## src/rtl/fifo_arb_pkg.sv

```systemverilog
`default_nettype none
// ============================================================================
//  Package     : fifo_arb_pkg
//  Description : Shared types, defaults and helpers for the FIFO write-port
//                round-robin arbiter.
//  Revision    : 1.0  initial release
// ============================================================================
package fifo_arb_pkg;

    localparam int N_REQ_DEF = 4;
    localparam int DW_DEF    = 8;
    localparam int BURST_DEF = 4;

    typedef enum logic [0:0] {
        IDLE = 1'b0,
        XFER = 1'b1
    } arb_state_t;

    // Ceiling log2, returns at least 1 so it is always usable as a width
    function automatic int clog2(input int n);
        int r;
        r = 1;
        for (int i = 1; i < 31; i++) begin
            if ((1 << i) < n) begin
                r = i + 1;
            end
        end
        return r;
    endfunction

endpackage : fifo_arb_pkg
`default_nettype wire

```

## src/rtl/rr_pick.sv

```systemverilog
`default_nettype none
// ============================================================================
//  Module      : rr_pick
//  Description : Combinational rotate-priority selector. Searches req starting
//                one position after 'last', wrapping mod N_REQ, and returns
//                the first set index.
//  Revision    : 1.0  initial release
// ============================================================================
module rr_pick
    import fifo_arb_pkg::*;
#(
    parameter int N_REQ = N_REQ_DEF,
    parameter int OW    = clog2(N_REQ)
) (
    input  logic [N_REQ-1:0] req,
    input  logic [OW-1:0]    last,
    output logic             found,
    output logic [OW-1:0]    idx
);

    logic [OW-1:0] w_cand;

    // Walk the candidates nearest-first; the first hit wins
    always_comb begin
        found  = 1'b0;
        idx    = last;
        w_cand = '0;
        for (int k = 1; k <= N_REQ; k++) begin
            w_cand = OW'((int'(last) + k) % N_REQ);
            if (!found && req[w_cand]) begin
                found = 1'b1;
                idx   = w_cand;
            end
        end
    end

endmodule : rr_pick
`default_nettype wire

```

## src/rtl/fifo_wr_arbiter.sv

```systemverilog
`default_nettype none
// ============================================================================
//  Module      : fifo_wr_arbiter
//  Description : Round-robin arbiter sharing one FIFO write port between
//                N_REQ producers, granting bounded bursts of up to BURST beats.
//  Revision    : 1.0  initial release
// ============================================================================
module fifo_wr_arbiter
    import fifo_arb_pkg::*;
#(
    parameter int N_REQ = N_REQ_DEF,
    parameter int DW    = DW_DEF,
    parameter int BURST = BURST_DEF
) (
    input  logic                    clk,
    input  logic                    rst,
    input  logic [N_REQ-1:0]        req,
    input  logic [N_REQ*DW-1:0]     req_data,
    output logic [N_REQ-1:0]        gnt,
    output logic [N_REQ-1:0]        ack,
    input  logic                    buf_full,
    output logic                    wr_en,
    output logic [DW-1:0]           buf_in,
    output logic [clog2(N_REQ)-1:0] owner,
    output logic                    busy
);

    localparam int OW = clog2(N_REQ);
    localparam int CW = clog2(BURST + 1);
    localparam logic [CW-1:0] C_LAST_BEAT = CW'(BURST - 1);
    localparam logic [OW-1:0] C_OWNER_RST = OW'(N_REQ - 1);

    arb_state_t       r_state, w_next_state;
    logic [OW-1:0]    r_owner, w_next_owner;
    logic [N_REQ-1:0] r_gnt,   w_next_gnt;
    logic [CW-1:0]    r_cnt,   w_next_cnt;

    logic             w_found;
    logic [OW-1:0]    w_pick;
    logic             w_beat;

    rr_pick #(
        .N_REQ (N_REQ),
        .OW    (OW)
    ) u_rr_pick (
        .req   (req),
        .last  (r_owner),
        .found (w_found),
        .idx   (w_pick)
    );

    // A beat is accepted when the owner still presents data and the FIFO has room
    assign w_beat = (r_state == XFER) && req[r_owner] && !buf_full;

    assign wr_en  = w_beat;
    assign buf_in = w_beat ? req_data[r_owner*DW +: DW] : '0;
    assign ack    = w_beat ? r_gnt : '0;
    assign gnt    = r_gnt;
    assign owner  = r_owner;
    assign busy   = (r_state == XFER);

    // Next-state: grant on request in IDLE; in XFER end on drop or last beat
    always_comb begin
        w_next_state = r_state;
        w_next_owner = r_owner;
        w_next_gnt   = r_gnt;
        w_next_cnt   = r_cnt;
        case (r_state)
            IDLE: begin
                if (w_found) begin
                    w_next_state         = XFER;
                    w_next_owner         = w_pick;
                    w_next_gnt           = '0;
                    w_next_gnt[w_pick]   = 1'b1;
                    w_next_cnt           = '0;
                end
            end
            XFER: begin
                if (!req[r_owner]) begin
                    w_next_state = IDLE;
                    w_next_gnt   = '0;
                end else if (w_beat) begin
                    if (r_cnt == C_LAST_BEAT) begin
                        w_next_state = IDLE;
                        w_next_gnt   = '0;
                    end else begin
                        w_next_cnt = r_cnt + CW'(1);
                    end
                end
                // buf_full with req held: everything holds (stall)
            end
            default: begin
                w_next_state = IDLE;
                w_next_gnt   = '0;
            end
        endcase
    end

    // State, owner, grant and beat counter registers
    always_ff @(posedge clk or posedge rst) begin
        if (rst) begin
            r_state <= IDLE;
            r_owner <= C_OWNER_RST;
            r_gnt   <= '0;
            r_cnt   <= '0;
        end else begin
            r_state <= w_next_state;
            r_owner <= w_next_owner;
            r_gnt   <= w_next_gnt;
            r_cnt   <= w_next_cnt;
        end
    end

endmodule : fifo_wr_arbiter
`default_nettype wire

```

## config.mk

```make
export PLATFORM = sky130hd
export DESIGN_NAME = fifo_wr_arbiter
export DESIGN_NICKNAME = d
export VERILOG_FILES = /design/src/rtl/fifo_arb_pkg.sv /design/src/rtl/rr_pick.sv /design/src/rtl/fifo_wr_arbiter.sv
export SDC_FILE = /design/constraint.sdc
export NUM_CORES = 1
export LEC_CHECK = 0
export BUFFER_PORTS_ARGS = -buffer_cell sky130_fd_sc_hd__buf_4
export CORE_MARGIN = 1.5
export CORE_UTILIZATION = 35
export CTS_BUF_LIST = sky130_fd_sc_hd__clkbuf_4 sky130_fd_sc_hd__clkbuf_8
export CTS_CLUSTER_DIAMETER = 120
export DETAILED_ROUTE_END_ITERATION = 8
export PLACE_DENSITY_LB_ADDON = 0.25
export SYNTH_ARGS = -nofsm -noshare
export SYNTH_HDL_FRONTEND = slang
export SYNTH_SLANG_ARGS = --single-unit
```

## constraint.sdc

```tcl
create_clock -name clk -period 2.6 [get_ports clk]
set_input_delay 0.26 -clock clk [delete_from_list [all_inputs] [get_ports clk]]
set_output_delay 0.26 -clock clk [all_outputs]
set_load 0.02 [all_outputs]
```

==> out/results.tsv, run 1 <==
stage	metric	value	unit
layout	mostFrequentLayoutCells	buf_4 (59), mux4_2 (8), dfrtp_1 (8)	
sta	fin_setup_tns	0	ps
hold_path	hold_end	busy	
sta	rsz0062_at_grt	no	
sta	hold_slack	393	ps
layout	drive_gt1_share	54.5	%
sta	worst_slew_pin_slew	706	ps
setup_path	critPathArrivalTime	2010	ps
die	coreArea	2450	um2
setup_path	r2r-end	gnt[0]	
sta	drv_slew	0	
cts	clk_pin_slew	70	ps
global_routing	grt_start_max_net_pins	20	
global_routing	grt_pass1_vias	883	
drt	wl_met2	1140	um
logic_synthesis	synth_fp_nets	126	
cts	cts_tree	yes	
setup_path	cp-startpoint	owner[1]	
logic_synthesis	synth_area	901	um2
power	p_total	1.29	mW
logic_synthesis	synth_cell_types	36	
logic_synthesis	synth-main-ff-cell	dfrtp_1	
drt	wl	2410	um
setup_path	worstSetupPathType	flop to output port	
sta	timing.final.crit_share	87.3	%
logic_synthesis	synth_top_area_share	22.2	%
drt	via_per_inst	5.24	
global_routing	grt_pass1_wl	3600	um
layout	areaGrowthSynthToFinish	55.7	%
die	pin_count	59	
die	die-height	53.7	um
layout	final_common_cell	buf_4	
logic_synthesis	async_flop_share	100	%
hold_path	min_path_type	input pin to flop	
sta	fin_skew	3.90	ps
sta	maxSlewHeadroom	52.9	%
global_routing	grtUsageTotal	17.2	%
cts	clk_path_buf_depth	2	
drt	drcViolationCount	0	
power	leakagePower	0.691	nW
layout	diodes	0	
placed_design	gp_congestion	0.750	
cts	numCtsBuffers	3	
sta	finalCriticalPeriod	2270	ps
sta	finalSetupViolCount	0	
setup_path	ff2ff_path_depth	4	
die	row_count	18	
drt	top_layer	met4	
placed_design	io_buffers	58	
setup_path	rr_startpoint	owner[1]	
drt	m1WireLength	934	um
cts	root_buffer	clkbuf_4	
status	status	complete, no violations	
cts	holdBufCountCts	1	
hold_path	min-delay-start	buf_full	
cts	cts_resized	0	
drt	detail-route-antenna-nets	0	
placed_design	preCtsSetupSlack	620	ps
drt	routed-via-count	917	
logic_synthesis	ys_seq_elements	10	
setup_path	crit_path_start_kind	flop	
logic_synthesis	synthCells	85	
drt	dr.pass1.iters	4	
power	ir_drop	0.000606	V
setup_path	r2r_slack	690	ps
cts	insertion_delay	270	ps
cts	post_cts_buffers	0	
setup_path	crit_path_end_kind	output port	
job	drv_cap	0	
power	power_density	918	nW/um2
setup_path	critPathRequiredTime	2340	ps
die	die_width	53.7	um
logic_synthesis	synth_area_leaders	dfrtp_1 (22%), mux4_2 (20%), dfstp_2 (5.8%)	
die	initial_core_util	36.7	%
drt	wl_per_cell	13.8	um
sta	clock.fmax	440	MHz
global_routing	grt_antenna_before_repair	0	
cts	cts_sinks	10	
global_routing	overflow	0	
logic_synthesis	synth_warnings	0	
sta	timing.final.ws_setup	330	ps
layout	layout.nets	187	
logic_synthesis	yosysSeqAreaShare	28.1	%
cts	htreeDepth	1	
drt	first_iter_violations	17	
logic_synthesis	synth-edff-count	0	
placed_design	dp_hpwl	1980	um
setup_path	cp_max_fo	19	
logic_synthesis	synth_area_leader_cell	dfrtp_1	
drt	met3_wirelength	322	um
logic_synthesis	syn_avg_cell_area	10.6	um2
sta	hold_violations	0	
die	die-area	2890	um2
hold_path	min_delay_path_depth	4	
[worst max path at each step]
stage | end | slack, ps | depth (start not counted)
3_5_place_dp | ack[1] | 620 | 5
3_3_place_gp | ack[3] | 650 | 5
6_report | ack[1] | 330 | 5
4_1_cts | ack[1] | 310 | 5
5_1_grt | ack[3] | 220 | 5
2_1_floorplan | ack[0] | 670 | 4
[critical path, stage by stage (launching register included)]
cell and delay (ps):
dfstp_2 750, mux4_2 420, nand3b_4 180, inv_2 80
and2_1 160, buf_4 150
[cell families after synthesis]
| logic type | after synthesis | synth area share (%) |
|---|---|---|
| AO/OA/AOI/OAI | 16 | 13.3 |
| adder cells (fa/ha/maj) | 2 | 2.78 |
| buffers and inverters | 12 | 6.11 |
| flip-flops | 10 | 28.1 |
| multiplexers | 12 | 26.3 |
| AND/OR/NAND/NOR | 33 | 23.5 |
[through the flow]
step / util, % / area, um2 / instances
floorplan: - / 901 / 85
global placement: 55.2 / 1360 / 170
detailed placement: 55.2 / 1360 / 170
CTS: 57.1 / 1400 / 175
global route: 57.1 / 1400 / 175
finish: 57.1 / 1400 / 175
[state kept, by name, summed over array words and instances, names as in the netlist]
register  flops
gnt           4
busy          1
r_cnt         3
owner         2
[synthesized netlist by cell type (2+ instances only)]
cell / instances
dfrtp_1: 8
mux4_2: 8
inv_1: 7
nand2_1: 7
nor2b_1: 5
and2_1: 4
and2b_1: 4
mux2i_1: 3
nand2b_1: 3
o21ai_0: 3
o2bb2ai_1: 3
a21oi_1: 2
a22o_1: 2
dfstp_2: 2
ha_1: 2
nor2_1: 2
[layout make-up]
class	count	area [um2]
Timing Repair Buffer	60	453
Clock buffer	4	36.3
Sequential cell	10	253
Fill cell	220	1050
Tap cell	30	37.5
Inverter	8	30.0
Multi-Input combinational cell	63	593
[power breakdown]
group | internal [mW] | switching (mW)
Clock | 0.0851 | 0.0576
Sequential | 0.234 | 0.101
Combinational | 0.416 | 0.394
Total | 0.734 | 0.553
[metal layers]
layer,global-route usage (%),vias to the layer above
li1,-,432
met1,16.4,426
met2,33.7,57
met3,4.44,2
met4,7.26,0
met5,0,-
(Power assumes the default switching activity.)
==> inputs of run 2 (changes only) <==
Settings changed: CELL_PAD_IN_SITES_DETAIL_PLACEMENT set to 1, CELL_PAD_IN_SITES_GLOBAL_PLACEMENT set to 1, CORE_UTILIZATION 35 to 33.
==> run 2 against run 1 <==
  * Routed wire length up 23%
  * Fmax is 1.0% lower
  * Count of clock-buffer cells in the layout is the same
  * Sequential power up 4%
  * Global-route usage increased by 2.8 points
  * Cell count stayed put
  * Utilization shrank 1.5 points
  * Hold slack worse by 32 ps
  * Largest cell class unchanged
==> out/results.tsv, run 2 (synthesis gave the netlist of run 1 again) <==
stage	metric	value	unit
status	status	complete, no violations	
drt	drcViolationCount	0	
global_routing	overflow	0	
cts	insertion_delay	280	ps
setup_path	crit_path_end_kind	output port	
setup_path	crit_family	flip-flops	
cts	htreeDepth	1	
placed_design	placed_area	1360	um2
global_routing	grt_antenna_before_repair	0	
global_routing	grt_pass1_vias	1016	
setup_path	critPathArrivalTime	2030	ps
placed_design	dp_hpwl	2450	um
die	coreArea	2520	um2
drt	routed-via-count	946	
setup_path	crit_chain	mux4_2, nand3b_4, inv_2, and2_1, buf_4	
setup_path	r2r-end	gnt[3]	
sta	fin_setup_tns	0	ps
global_routing	grtUsageTotal	20.0	%
power	ir_drop	0.000623	V
die	die-area	3050	um2
drt	via_per_inst	5.41	
die	initial_core_util	35.7	%
die	pin_count	59	
hold_path	min_path_type	input pin to flop	
hold_path	hold_end	busy	
sta	clock.fmax	436	MHz
global_routing	grt_pass1_wl	4800	um
layout	diodes	0	
setup_path	r2r_slack	630	ps
setup_path	cp_max_fo	19	
cts	cts_resized	0	
sta	finalCriticalPeriod	2290	ps
die	die-height	55.3	um
job	drv_cap	0	
placed_design	preCtsSetupSlack	600	ps
setup_path	crit_path_top_delay_cell	dfstp_2	
setup_path	cp_num_buf_inv	2	
layout	fillers	306	
sta	hold_violations	0	
sta	timing.final.ws_setup	306	ps
hold_path	min-delay-start	buf_full	
sta	timing.final.crit_share	88.2	%
die	row_count	18	
hold_path	min_delay_path_depth	4	
power	p_total	1.32	mW
layout	layout.nets	187	
drt	detail-route-antenna-nets	0	
setup_path	ff2ff_path_depth	4	
setup_path	cp-startpoint	owner[1]	
global_routing	grt_start_max_net_pins	20	
setup_path	critPathRequiredTime	2340	ps
cts	cts_sinks	10	
drt	dr.pass1.iters	4	
layout	mostFrequentLayoutCells	buf_4 (59), mux4_2 (8), dfrtp_1 (8)	
sta	maxSlewHeadroom	52.1	%
cts	clk_path_buf_depth	2	
sta	hold_slack	361	ps
layout	drive_gt1_share	54.5	%
power	leakagePower	0.691	nW
cts	cts_tree	yes	
layout	final_area	1400	um2
layout	final_common_cell	buf_4	
layout	areaGrowthSynthToFinish	55.7	%
sta	drv_slew	0	
drt	wl	2960	um
sta	worst_slew_pin_slew	718	ps
placed_design	io_buffers	58	
sta	fin_skew	2.28	ps
power	power_density	941	nW/um2
cts	root_buffer	clkbuf_4	
setup_path	worstSetupPathType	flop to output port	
setup_path	rr_startpoint	owner[1]	
layout	largest_reg_flops	4	
cts	clk_pin_slew	70	ps
sta	finalSetupViolCount	0	
sta	rsz0062_at_grt	no	
die	die_width	55.3	um
setup_path	critPathMaxStageDelay	760	ps
drt	first_iter_violations	15	
cts	numCtsBuffers	3	
placed_design	gp_congestion	0.815	
drt	wl_per_cell	16.9	um
setup_path	crit_path_start_kind	flop	
run 2: cell counts in the layout (fill, tap and decap cells not counted):
Identical to the previous run, type by type.
run 2: layout make-up:
class	instances	area [um2]	area share (%)
Tap cell	30	37.5	2.68
Inverter	8	30.0	2.14
Timing Repair Buffer	60	453	32.3
Clock buffer	4	36.3	2.59
Sequential cell	10	253	18.0
Multi-Input combinational cell	63	593	42.3
run 2: how the worst max path moves through the flow:
stage	end	slack, ps	depth (start not counted)
3_3_place_gp	ack[2]	650	5
6_report	ack[0]	310	5
5_1_grt	ack[2]	220	5
3_5_place_dp	ack[2]	600	5
4_1_cts	ack[2]	290	5
2_1_floorplan	ack[0]	670	4
run 2: tightest hold or removal path, cell delays in order:
cell and delay, ps:
buf_4 90, nand2b_1 110, nand3_2 90, nand2_1 70
run 2: metrics by stage:
step	utilization, %	cells
floorplan	-	85
global placement	53.8	170
detailed placement	53.8	170
CTS	55.6	175
global route	55.6	175
finish	55.6	175
run 2: timing repair:
action,in CTS,in global routing
hold buffers,1,0
endpoints found under the hold margin,8,0
buffers inserted,0,0
run 2: layer usage:
metal,up-vias,wire (um),GRT usage [%]
li1,434,-,-
met2,51,1540,36.2
met1,456,1130,23.2
met3,5,260,4.92
met4,0,35,5.23
met5,-,0,0
run 2: power breakdown:
group          switching, mW  internal, mW  leakage (nW)
sequential             0.113         0.234         0.126
combinational          0.408         0.416         0.543
clock                 0.0639        0.0854        0.0210
